<file path="src/rtl/riscv_cpu_mc.sv">
// Multi-cycle RV32I/RV32E core sharing one request/ready memory port for fetch, load and store.
// The control FSM owns pc, bus outputs and counters; datapath registers carry no reset.
module riscv_cpu_mc #(
  parameter logic [31:0] RESET_PC  = 32'h0000_0000,
  parameter int          REG_COUNT = 32,
  parameter int          CNT_W     = 32
) (
  input  logic             clk,
  input  logic             reset,
  output logic             mem_req,
  output logic             mem_we,
  output logic [31:0]      mem_addr,
  output logic [31:0]      mem_wdata,
  input  logic [31:0]      mem_rdata,
  input  logic             mem_ready,
  output logic [31:0]      pc,
  output logic [31:0]      result,
  output logic [CNT_W-1:0] instret,
  output logic             halted
);

  if (REG_COUNT != 32 && REG_COUNT != 16) begin : g_bad_reg_count
    $error("riscv_cpu_mc: REG_COUNT must be 16 or 32");
  end

  localparam int               RIDX_W  = (REG_COUNT == 16) ? 4 : 5;
  localparam logic [CNT_W-1:0] CNT_ONE = CNT_W'(1);

  localparam logic [6:0] OP_LUI   = 7'b0110111;
  localparam logic [6:0] OP_AUIPC = 7'b0010111;
  localparam logic [6:0] OP_JAL   = 7'b1101111;
  localparam logic [6:0] OP_JALR  = 7'b1100111;
  localparam logic [6:0] OP_BR    = 7'b1100011;
  localparam logic [6:0] OP_LD    = 7'b0000011;
  localparam logic [6:0] OP_ST    = 7'b0100011;
  localparam logic [6:0] OP_IMM   = 7'b0010011;
  localparam logic [6:0] OP_OP    = 7'b0110011;

  typedef enum logic [2:0] {
    S_IDLE, S_FETCH, S_DECODE, S_EXEC, S_MEM, S_WB, S_HALT
  } state_e;

  state_e           state_q;
  logic [31:0]      pc_q, mem_addr_q, mem_wdata_q, result_q;
  logic             mem_req_q, mem_we_q, halted_q;
  logic [CNT_W-1:0] instret_q;

  logic [31:0] ir_q, a_q, b_q, wb_q, npc_q;
  logic [31:0] regs_q [REG_COUNT];

  logic [6:0]  opcode, f7;
  logic [4:0]  rd, rs1, rs2;
  logic [2:0]  f3;
  logic [31:0] imm_i, imm_s, imm_b, imm_u, imm_j;
  logic [31:0] rs1_val, rs2_val, pc4;

  assign opcode = ir_q[6:0];
  assign rd     = ir_q[11:7];
  assign f3     = ir_q[14:12];
  assign rs1    = ir_q[19:15];
  assign rs2    = ir_q[24:20];
  assign f7     = ir_q[31:25];
  assign imm_i  = {{20{ir_q[31]}}, ir_q[31:20]};
  assign imm_s  = {{20{ir_q[31]}}, ir_q[31:25], ir_q[11:7]};
  assign imm_b  = {{19{ir_q[31]}}, ir_q[31], ir_q[7], ir_q[30:25], ir_q[11:8], 1'b0};
  assign imm_u  = {ir_q[31:12], 12'd0};
  assign imm_j  = {{11{ir_q[31]}}, ir_q[31], ir_q[19:12], ir_q[20], ir_q[30:21], 1'b0};
  assign pc4    = pc_q + 32'd4;

  assign rs1_val = (rs1 == 5'd0) ? 32'd0 : regs_q[rs1[RIDX_W-1:0]];
  assign rs2_val = (rs2 == 5'd0) ? 32'd0 : regs_q[rs2[RIDX_W-1:0]];

  // Legality only inspects the register fields the format actually uses.
  logic legal, use_rd, use_rs1, use_rs2;
  always_comb begin
    legal   = 1'b0;
    use_rd  = 1'b0;
    use_rs1 = 1'b0;
    use_rs2 = 1'b0;
    case (opcode)
      OP_LUI, OP_AUIPC, OP_JAL: begin legal = 1'b1; use_rd = 1'b1; end
      OP_JALR: begin legal = (f3 == 3'd0); use_rd = 1'b1; use_rs1 = 1'b1; end
      OP_BR:   begin legal = (f3 != 3'd2) && (f3 != 3'd3); use_rs1 = 1'b1; use_rs2 = 1'b1; end
      OP_LD:   begin legal = (f3 == 3'd2); use_rd = 1'b1; use_rs1 = 1'b1; end
      OP_ST:   begin legal = (f3 == 3'd2); use_rs1 = 1'b1; use_rs2 = 1'b1; end
      OP_IMM: begin
        use_rd  = 1'b1;
        use_rs1 = 1'b1;
        if (f3 == 3'd1)      legal = (f7 == 7'h00);
        else if (f3 == 3'd5) legal = (f7 == 7'h00) || (f7 == 7'h20);
        else                 legal = 1'b1;
      end
      OP_OP: begin
        use_rd  = 1'b1;
        use_rs1 = 1'b1;
        use_rs2 = 1'b1;
        legal   = (f7 == 7'h00) || ((f7 == 7'h20) && ((f3 == 3'd0) || (f3 == 3'd5)));
      end
      default: legal = 1'b0;
    endcase
    if (REG_COUNT == 16 && ((use_rd && rd[4]) || (use_rs1 && rs1[4]) || (use_rs2 && rs2[4])))
      legal = 1'b0;
  end

  logic [31:0]        op2, alu, exec_val, next_pc, br_tgt, jal_tgt, jalr_tgt, ls_addr, br_next;
  logic signed [31:0] a_s, b_s, op2_s, sra_v;
  logic               taken, is_mem, exec_fault;
  always_comb begin
    op2   = (opcode == OP_OP) ? b_q : imm_i;
    a_s   = a_q;
    b_s   = b_q;
    op2_s = op2;
    sra_v = a_s >>> op2[4:0];
    case (f3)
      3'd0:    alu = (opcode == OP_OP && f7[5]) ? a_q - op2 : a_q + op2;
      3'd1:    alu = a_q << op2[4:0];
      3'd2:    alu = {31'd0, a_s < op2_s};
      3'd3:    alu = {31'd0, a_q < op2};
      3'd4:    alu = a_q ^ op2;
      3'd5:    alu = ir_q[30] ? sra_v : a_q >> op2[4:0];
      3'd6:    alu = a_q | op2;
      default: alu = a_q & op2;
    endcase
    case (f3)
      3'd0:    taken = (a_q == b_q);
      3'd1:    taken = (a_q != b_q);
      3'd4:    taken = (a_s < b_s);
      3'd5:    taken = (a_s >= b_s);
      3'd6:    taken = (a_q < b_q);
      3'd7:    taken = (a_q >= b_q);
      default: taken = 1'b0;
    endcase
    br_tgt   = pc_q + imm_b;
    jal_tgt  = pc_q + imm_j;
    jalr_tgt = (a_q + imm_i) & ~32'd1;
    br_next  = taken ? br_tgt : pc4;
    is_mem   = (opcode == OP_LD) || (opcode == OP_ST);
    ls_addr  = a_q + ((opcode == OP_ST) ? imm_s : imm_i);
    exec_fault = ((opcode == OP_BR) && taken && br_tgt[1]) ||
                 ((opcode == OP_JAL) && jal_tgt[1]) ||
                 ((opcode == OP_JALR) && jalr_tgt[1]) ||
                 (is_mem && (ls_addr[1:0] != 2'd0));
    case (opcode)
      OP_LUI:          exec_val = imm_u;
      OP_AUIPC:        exec_val = pc_q + imm_u;
      OP_JAL, OP_JALR: exec_val = pc4;
      default:         exec_val = alu;
    endcase
    case (opcode)
      OP_JAL:  next_pc = jal_tgt;
      OP_JALR: next_pc = jalr_tgt;
      default: next_pc = pc4;
    endcase
  end

  // Every transition into FETCH or MEM sets up the bus so it is stable for the whole request.
  always_ff @(posedge clk or negedge reset) begin
    if (!reset) begin
      state_q     <= S_IDLE;
      pc_q        <= RESET_PC;
      mem_req_q   <= 1'b0;
      mem_we_q    <= 1'b0;
      mem_addr_q  <= 32'd0;
      mem_wdata_q <= 32'd0;
      result_q    <= 32'd0;
      instret_q   <= '0;
      halted_q    <= 1'b0;
    end else begin
      case (state_q)
        S_IDLE: begin
          state_q    <= S_FETCH;
          mem_req_q  <= 1'b1;
          mem_we_q   <= 1'b0;
          mem_addr_q <= pc_q;
        end
        S_FETCH: if (mem_ready) begin
          mem_req_q <= 1'b0;
          state_q   <= S_DECODE;
        end
        S_DECODE: begin
          state_q  <= legal ? S_EXEC : S_HALT;
          halted_q <= ~legal;
        end
        S_EXEC: begin
          if (exec_fault) begin
            state_q  <= S_HALT;
            halted_q <= 1'b1;
          end else if (opcode == OP_BR) begin
            pc_q       <= br_next;
            instret_q  <= instret_q + CNT_ONE;
            state_q    <= S_FETCH;
            mem_req_q  <= 1'b1;
            mem_we_q   <= 1'b0;
            mem_addr_q <= br_next;
          end else if (is_mem) begin
            state_q     <= S_MEM;
            mem_req_q   <= 1'b1;
            mem_we_q    <= (opcode == OP_ST);
            mem_addr_q  <= ls_addr;
            mem_wdata_q <= b_q;
          end else begin
            state_q <= S_WB;
          end
        end
        S_MEM: if (mem_ready) begin
          mem_we_q <= 1'b0;
          if (mem_we_q) begin
            pc_q       <= pc4;
            instret_q  <= instret_q + CNT_ONE;
            state_q    <= S_FETCH;
            mem_addr_q <= pc4;
          end else begin
            mem_req_q <= 1'b0;
            state_q   <= S_WB;
          end
        end
        S_WB: begin
          if (rd != 5'd0) result_q <= wb_q;
          pc_q       <= npc_q;
          instret_q  <= instret_q + CNT_ONE;
          state_q    <= S_FETCH;
          mem_req_q  <= 1'b1;
          mem_we_q   <= 1'b0;
          mem_addr_q <= npc_q;
        end
        S_HALT:  state_q <= S_HALT;
        default: state_q <= S_HALT;
      endcase
    end
  end

  always_ff @(posedge clk) begin
    case (state_q)
      S_FETCH:  if (mem_ready) ir_q <= mem_rdata;
      S_DECODE: begin a_q <= rs1_val; b_q <= rs2_val; end
      S_EXEC:   begin wb_q <= exec_val; npc_q <= next_pc; end
      S_MEM:    if (mem_ready) wb_q <= mem_rdata;
      S_WB:     if (rd != 5'd0) regs_q[rd[RIDX_W-1:0]] <= wb_q;
      default:  ;
    endcase
  end

  assign mem_req   = mem_req_q;
  assign mem_we    = mem_we_q;
  assign mem_addr  = mem_addr_q;
  assign mem_wdata = mem_wdata_q;
  assign pc        = pc_q;
  assign result    = result_q;
  assign instret   = instret_q;
  assign halted    = halted_q;

endmodule

</file>
<file path="config.mk">
export PLATFORM = sky130hd
export DESIGN_NAME = riscv_cpu_mc
export DESIGN_NICKNAME = d
export VERILOG_FILES = /design/src/rtl/riscv_cpu_mc.sv
export SDC_FILE = /design/constraint.sdc
export NUM_CORES = 2
export LEC_CHECK = 0
export CAP_MARGIN = 20
export CORE_ASPECT_RATIO = 2
export CORE_UTILIZATION = 30
export DETAILED_ROUTE_END_ITERATION = 10
export PLACE_DENSITY_LB_ADDON = 0.12
export RECOVER_POWER = 25
export SYNTH_ARGS = -nofsm -noshare
export SYNTH_HDL_FRONTEND = slang
export SYNTH_SLANG_ARGS = --single-unit
</file>
<file path="constraint.sdc">
create_clock -name clk -period 8.7 [get_ports clk]
set_input_delay 2.61 -clock clk [delete_from_list [all_inputs] [get_ports clk]]
set_output_delay 2.61 -clock clk [all_outputs]
set_load 0.05 [all_outputs]
</file>
---- Yosys cells after proc, flatten, opt, wreduce, memory -nomap -nowiden ----
Memories as Yosys holds them, arrays and structs flattened. A register that Yosys moved wholly into a read port is not among the register bits.
Index checks and enable logic that the tools add are counted.
storage, ports and cells
  register bits ........................... 262
  bits in writable memories ............... 1024
  input port bits ......................... 35
  memories ................................ 1
cells by class
  add/subtract/negate cells ............... 9
  magnitude comparators ................... 6
  equality and inequality tests ........... 34
  shift operators ......................... 3
  muxes and demuxes ....................... 52
  bitwise gates (word level) .............. 6
  reductions and logical operators ........ 42
memory list
  name    depth  width  read ports  clocked after Yosys merged registers in  write ports  line  source
  regs_q  32     32     2           2                                        1            49    logic [31:0] regs_q [REG_COUNT];
operators by type and width
  cell                     count
  $mux W32                 16
  $pmux W32 S3             3
  $pmux W32 S7             1
  $add A32 B32 Y32         6
  $lt A32 B32 Y1           4
  $pmux W32 S2             2
  $pmux W32 S4             1
  $ge A32 B32 Y1           2
  $add A32 B1 Y32 const B  1
  $add A32 B3 Y32 const B  1
  $and A32 B32 Y32         1
  $eq A32 B32 Y1           1
  $ne A32 B32 Y1           1
  $or A32 B32 Y32          1
  $shl A32 B5 Y32          1
  $shr A32 B5 Y32          1
  $sshr A32 B5 Y32         1
  $sub A32 B32 Y32         1
  $xor A32 B32 Y32         1
  $eq A7 B6 Y1 const B     4
  $eq A7 B7 Y1 const B     3
  $eq A3 B3 Y1 const B     6
  $mux W3                  6
  $mux W1                  16
  29 further kinds         71

---- Depth between registers and ports, before layout ----
  word-level depth ........................ 9
  gate-level depth with buffers ........... 21

---- Worst setup path before layout ----
OpenSTA, ideal clock, no wires.
  path type ............................... register to register
  start ................................... register state_q[1]
  end ..................................... register halted_q, in the netlist halted
  data arrival time ....................... 6135 ps
  setup slack ............................. 2198 ps
  cell stages (with the launch flop) ...... 5
  path buffers ............................ 2
  clock period less this slack ............ 6502 ps
  path through ............................ dfrtp_1 -> clkbuf_1 -> clkbuf_1 -> nor3b_1 -> o21ai_0
between the ends
  word-level cells in the longest chain between the ends .. 3
  elaborated cells between the ends (all ways) .. 6
  those cells by class .................... 3 x eq/ne; 1 x mux; 2 x reduce/logical
ends and longest elaborated chain
  item                                                                        line  source
  start: declaration                                                          43    state_e state_q;
  start signal: assignment                                                    181   state_q <= legal ? S_EXEC : S_HALT;
  $eq A3 B2 Y1                                                                169   case (state_q)
  $ne A2 B2 Y1 (no source line) / $reduce_bool A2 Y1 (equally long branches)  n/a
  $reduce_and A2 Y1 (no source line)                                          n/a
  end signal: assignment                                                      182   halted_q <= ~legal;
  end: declaration                                                            45    logic mem_req_q, mem_we_q, halted_q;
Parallel ways exist; a longest one is shown, timed or not.
A chain may end at the register's enable or synchronous reset.

---- Final worst setup path ----
  start ................................... register ir_q[3]
  end ..................................... register wb_q[0] (data pin)
between the ends
  word-level cells in the longest chain between the ends .. 7
  elaborated cells between the ends (all ways) .. 23
  those cells by class .................... 2 x add/sub; 2 x order compare; 5 x eq/ne; 3 x shift; 6 x mux; 3 x bitwise; 2 x reduce/logical
ends and longest elaborated chain
  item                                            line      source
  start: declaration                              48        logic [31:0] ir_q, a_q, b_q, wb_q, npc_q;
  start signal: assignment                        234       S_FETCH: if (mem_ready) ir_q <= mem_rdata;
  $eq A7 B6 Y1                                    n/a
  $mux W32                                        109       op2 = (opcode == OP_OP) ? b_q : imm_i;
  $add A32 B32 Y32, or another cell as far along  115       3'd0: alu = (opcode == OP_OP && f7[5]) ? a_q - op2 : a_q + op2;
  $mux W32, on equally long branches              115, 120
  $pmux W32 S7                                    114       case (f3)
  $pmux W32 S3 *                                  143       case (opcode)
  $pmux W32 S2 *                                  233       case (state_q)
  end signal: assignment                          236       S_EXEC: begin wb_q <= exec_val; npc_q <= next_pc; end
  end signal: assignment                          237       S_MEM: if (mem_ready) wb_q <= mem_rdata;
  end: declaration                                48
Every way passes the cells marked *; elsewhere a longest branch is shown, timed or not.

==> flow_metrics.py <==
metrics = {
    "status": {
        "status": "finished, violations left",
        "violations": "capacitance limit, slew limit",
    },
    "global_route": {
        "grt_use_met2_pct": 56.05,
        "grt_use_total_pct": 31.33,
        "grt_busiest_layer": "met2",
        "grt_pass1_wl_mm": 557.2,
        "antenna_found_initial": 32,
        "grt_max_degree": 111,
        "grtUsageMet1_pct": 31.50,
        "overflow": 0,
        "first_global_vias": 60700,
        "grt.met3_usage_pct": 4.425,
    },
    "sta": {
        "relSlewSlack_pct": -59.10,
        "worst_slew_pin_slew_ns": 2.386,
        "fin_crit_sh_pct": 74.82,
        "holdWs_ns": 0.4799,
        "grt_setup_unrepaired": "no",
        "fin_crit_ns": 6.509,
        "tns_ns": 0,
        "fmax_mhz": 153.6,
        "fin_skew_ns": 0.08688,
        "finalWorstSetupSlack_ns": 2.191,
        "finalSetupViolations": 0,
        "finalHoldViolCount": 0,
        "drv_slew": 656,
    },
    "power_and_ir_drop": {
        "p_per_area_mw_per_mm2": 308.2,
        "switching_share_pct": 45.24,
        "leakagePower_nw": 31.13,
        "switching_power_w": 0.01270,
        "p_int_w": 0.01537,
        "seqPwrFrac_pct": 32.3,
        "pwr-share-clk_pct": 22.1,
        "ir_worst_vdd_mv": 0.1433,
        "combPwrFrac_pct": 45.6,
    },
    "clocking": {
        "numCtsBuffers": 145,
        "cts_hold_buf": 0,
        "cts_setup_buffers": 0,
        "cts.repair.resized": 0,
        "cts_tree": "yes",
        "clock-root-buffer": "clkbuf_16",
        "clk_pin_slew_ns": 0.08,
        "cts_max_level": 4,
        "clock_tree.buffer_depth": 4,
        "worstSkewPairLatency_ns": 0.86,
        "cts.sinks": 1350,
    },
    "final_layout": {
        "most-common-layout-cells": "1184 x edfxtp_1, 642 x mux4_2, 415 x nand2_1, 412 x nor2_1, 382 x a21oi_1",
        "final_common_cell": "edfxtp_1",
        "syn2layout_area_growth_pct": 15.33,
        "nets": 6513,
        "post-route-cell-area_mm2": 0.09104,
        "drive_gt1_share_pct": 21.09,
    },
    "die": {
        "start_util_pct": 30.14,
        "die_h_um": 727.4,
        "core-area_mm2": 0.2619,
        "die_w_um": 364.7,
        "rows": 266,
        "io_pins": 198,
        "die_area_mm2": 0.2653,
    },
    "place": {
        "dpl.hpwl_mm": 298.6,
        "postPlaceCellArea_mm2": 0.08643,
        "gp_congestion": 1.013,
        "port_buffers": 197,
        "dp_slack_ns": 2.255,
    },
    "route": {
        "vias": 58760,
        "post_drt_wl_per_cell_um": 42.47,
        "vias_per_cell": 5.960,
        "drc": 0,
        "route.antenna.remaining_nets": 0,
        "dr.pass1.iters": 7,
        "drt_iter0_markers": 5709,
        "wl_mm": 418.7,
    },
    "yosys": {
        "netlist.area_leader.share_pct": 45.04,
        "yosys_most_used_dff": "edfxtp_1",
        "synth.cell_area_mm2": 0.07893,
        "ys_ff_latch": 1350,
        "async_reset_ff_share_pct": 12.30,
        "syn_inst": 6029,
        "synth_edf_count": 1184,
        "synth.avg_cell_area_um2": 13.09,
        "synth.largest_area_cell": "edfxtp_1",
        "yosysSeqAreaShare_pct": 50.31,
        "synth_area_leaders": "edfxtp_1 45%, mux4_2 18%, dfrtp_1 5.3%",
        "yosys_warnings": 0,
        "synth_cell_types": 101,
    },
    "min_path": {
        "min_path_type": "reg -> reg",
    },
    "setup_path": {
        "cp-end-kind": "register",
        "required_ns": 9.28,
        "cp_slowest_cell": "nand4bb_2",
        "cp_common_cell": "buf_4",
        "crit_path_max_incr_delay_ns": 0.69,
        "cp.arrival_ns": 7.09,
        "startpoint_type": "register",
        "worstPathMaxFanout": 35,
        "criticalPathCategory": "reg -> reg",
        "cp_cell_sequence": "buf_4, nand4bb_2, buf_4, o21ai_1, buf_4, nand2_2, buf_4, fa_1, o21ba_2, or4_1, a2111o_1, and2_1, nand3_1, a31oi_1, o31ai_2, a21boi_0, o311ai_1, buf_4, a31oi_1",
    },
    "flow_run": {
        "maxCapViolCount": 20,
    },
}
-- cells by family after synthesis --
kind of cell               synth area share (%)
AOI/OAI and AO/OA                         11.68
DFF                                       50.31
and+or+nand+nor                           7.607
muxes                                     21.37
buffers and inverters                     3.105
adders and majority gates                 3.665
xor gates and xnor gates                  2.264
other                                  0.004751
-- through the flow --
stage | utilization (%) | power (W) | std cells
2_1_floorplan | - | 0.01543 | 6060
3_3_place_gp | 32.92 | 0.02149 | 9559
3_5_place_dp | 33.00 | 0.02156 | 9573
4_1_cts | 34.70 | 0.02781 | 9824
5_1_grt | 34.75 | 0.02875 | 9851
6_report | 34.76 | 0.02806 | 9859
-- layer usage --
layer | up-vias | part of all wire, %
li1 | 24300 | -
met1 | 31220 | 33
met2 | 2295 | 52
met3 | 943 | 4.4
met4 | 4 | 10
met5 | - | 0.0064
-- critical path, delay by kind of cell (launching register included) --
kind | cells | cell delay (ns)
DFF | 1 | 0.36
buffers and inverters | 5 | 1.47
and+or+nand+nor | 5 | 1.67
adders and majority gates | 1 | 0.46
AOI/OAI and AO/OA | 8 | 2.23
-- registers in the layout, summed over array words and instances (netlist names) --
| signal | flops |
|---|---|
| ir_q | 32 |
| b_q | 32 |
| mem_wdata | 32 |
| state_q | 3 |
| pc | 32 |
| wb_q | 32 |
| npc_q | 32 |
| a_q | 32 |
| mem_we | 1 |
| mem_req | 1 |
| mem_addr | 32 |
| regs_q | 1024 |
| instret | 32 |
| result | 32 |
| halted | 1 |
-- cell usage after synthesis, types with 46 or more instances --
cell and count:
nand2_1 417, o211ai_1 46, inv_1 157, dfrtp_1 166, nand3_1 100, a21o_1 86, mux2i_1 146, a21oi_1 389
nor3_1 86, nor2_1 453, a31oi_1 62, xnor2_1 145, buf_2 57, clkbuf_1 292, edfxtp_1 1184, mux2_2 84
buf_1 86, a211oi_1 100, o21ai_0 331, xor2_1 59, ha_1 220, mux4_2 642, nand2b_1 48
-- power groups by stage --
stage | logic (W) | clock network, W | registers, W
floorplan | 0.00556 | 0 | 0.00987
detailed placement | 0.0124 | 0 | 0.00920
finish | 0.0128 | 0.00620 | 0.00908
CTS | 0.0124 | 0.00634 | 0.00907
global placement | 0.0122 | 0 | 0.00927
global route | 0.0131 | 0.00652 | 0.00911
-- final cells by class --
| cell class | instances | area (um2) |
|---|---|---|
| antenna | 20 | 50.05 |
| clock buffer | 191 | 3953 |
| clock inverter | 60 | 504.2 |
| fill | 25720 | 170900 |
| inverter | 162 | 613.1 |
| multi-input combinational | 4095 | 37450 |
| sequential | 1350 | 39710 |
| tap | 3484 | 4359 |
| timing repair buffer | 497 | 4395 |
-- path summary, 6_finish.rpt --
| check | slack, ns | endpoint | depth (start not counted) | from |
|---|---|---|---|---|
| min in group asynchronous | 1.70 | mem_wdata[30] | 1 | reset |
| max in group asynchronous | 5.83 | pc[17] | 2 | reset |
| setup / recovery | 2.19 | wb_q[0] | 19 | ir_q[3] |
| setup reg to reg | 2.19 | wb_q[0] | 19 | ir_q[3] |
| hold reg to reg | 0.48 | instret[31] | 1 | instret[31] |
| hold / removal | 0.48 | instret[31] | 1 | instret[31] |
(Power assumes the default switching activity.)
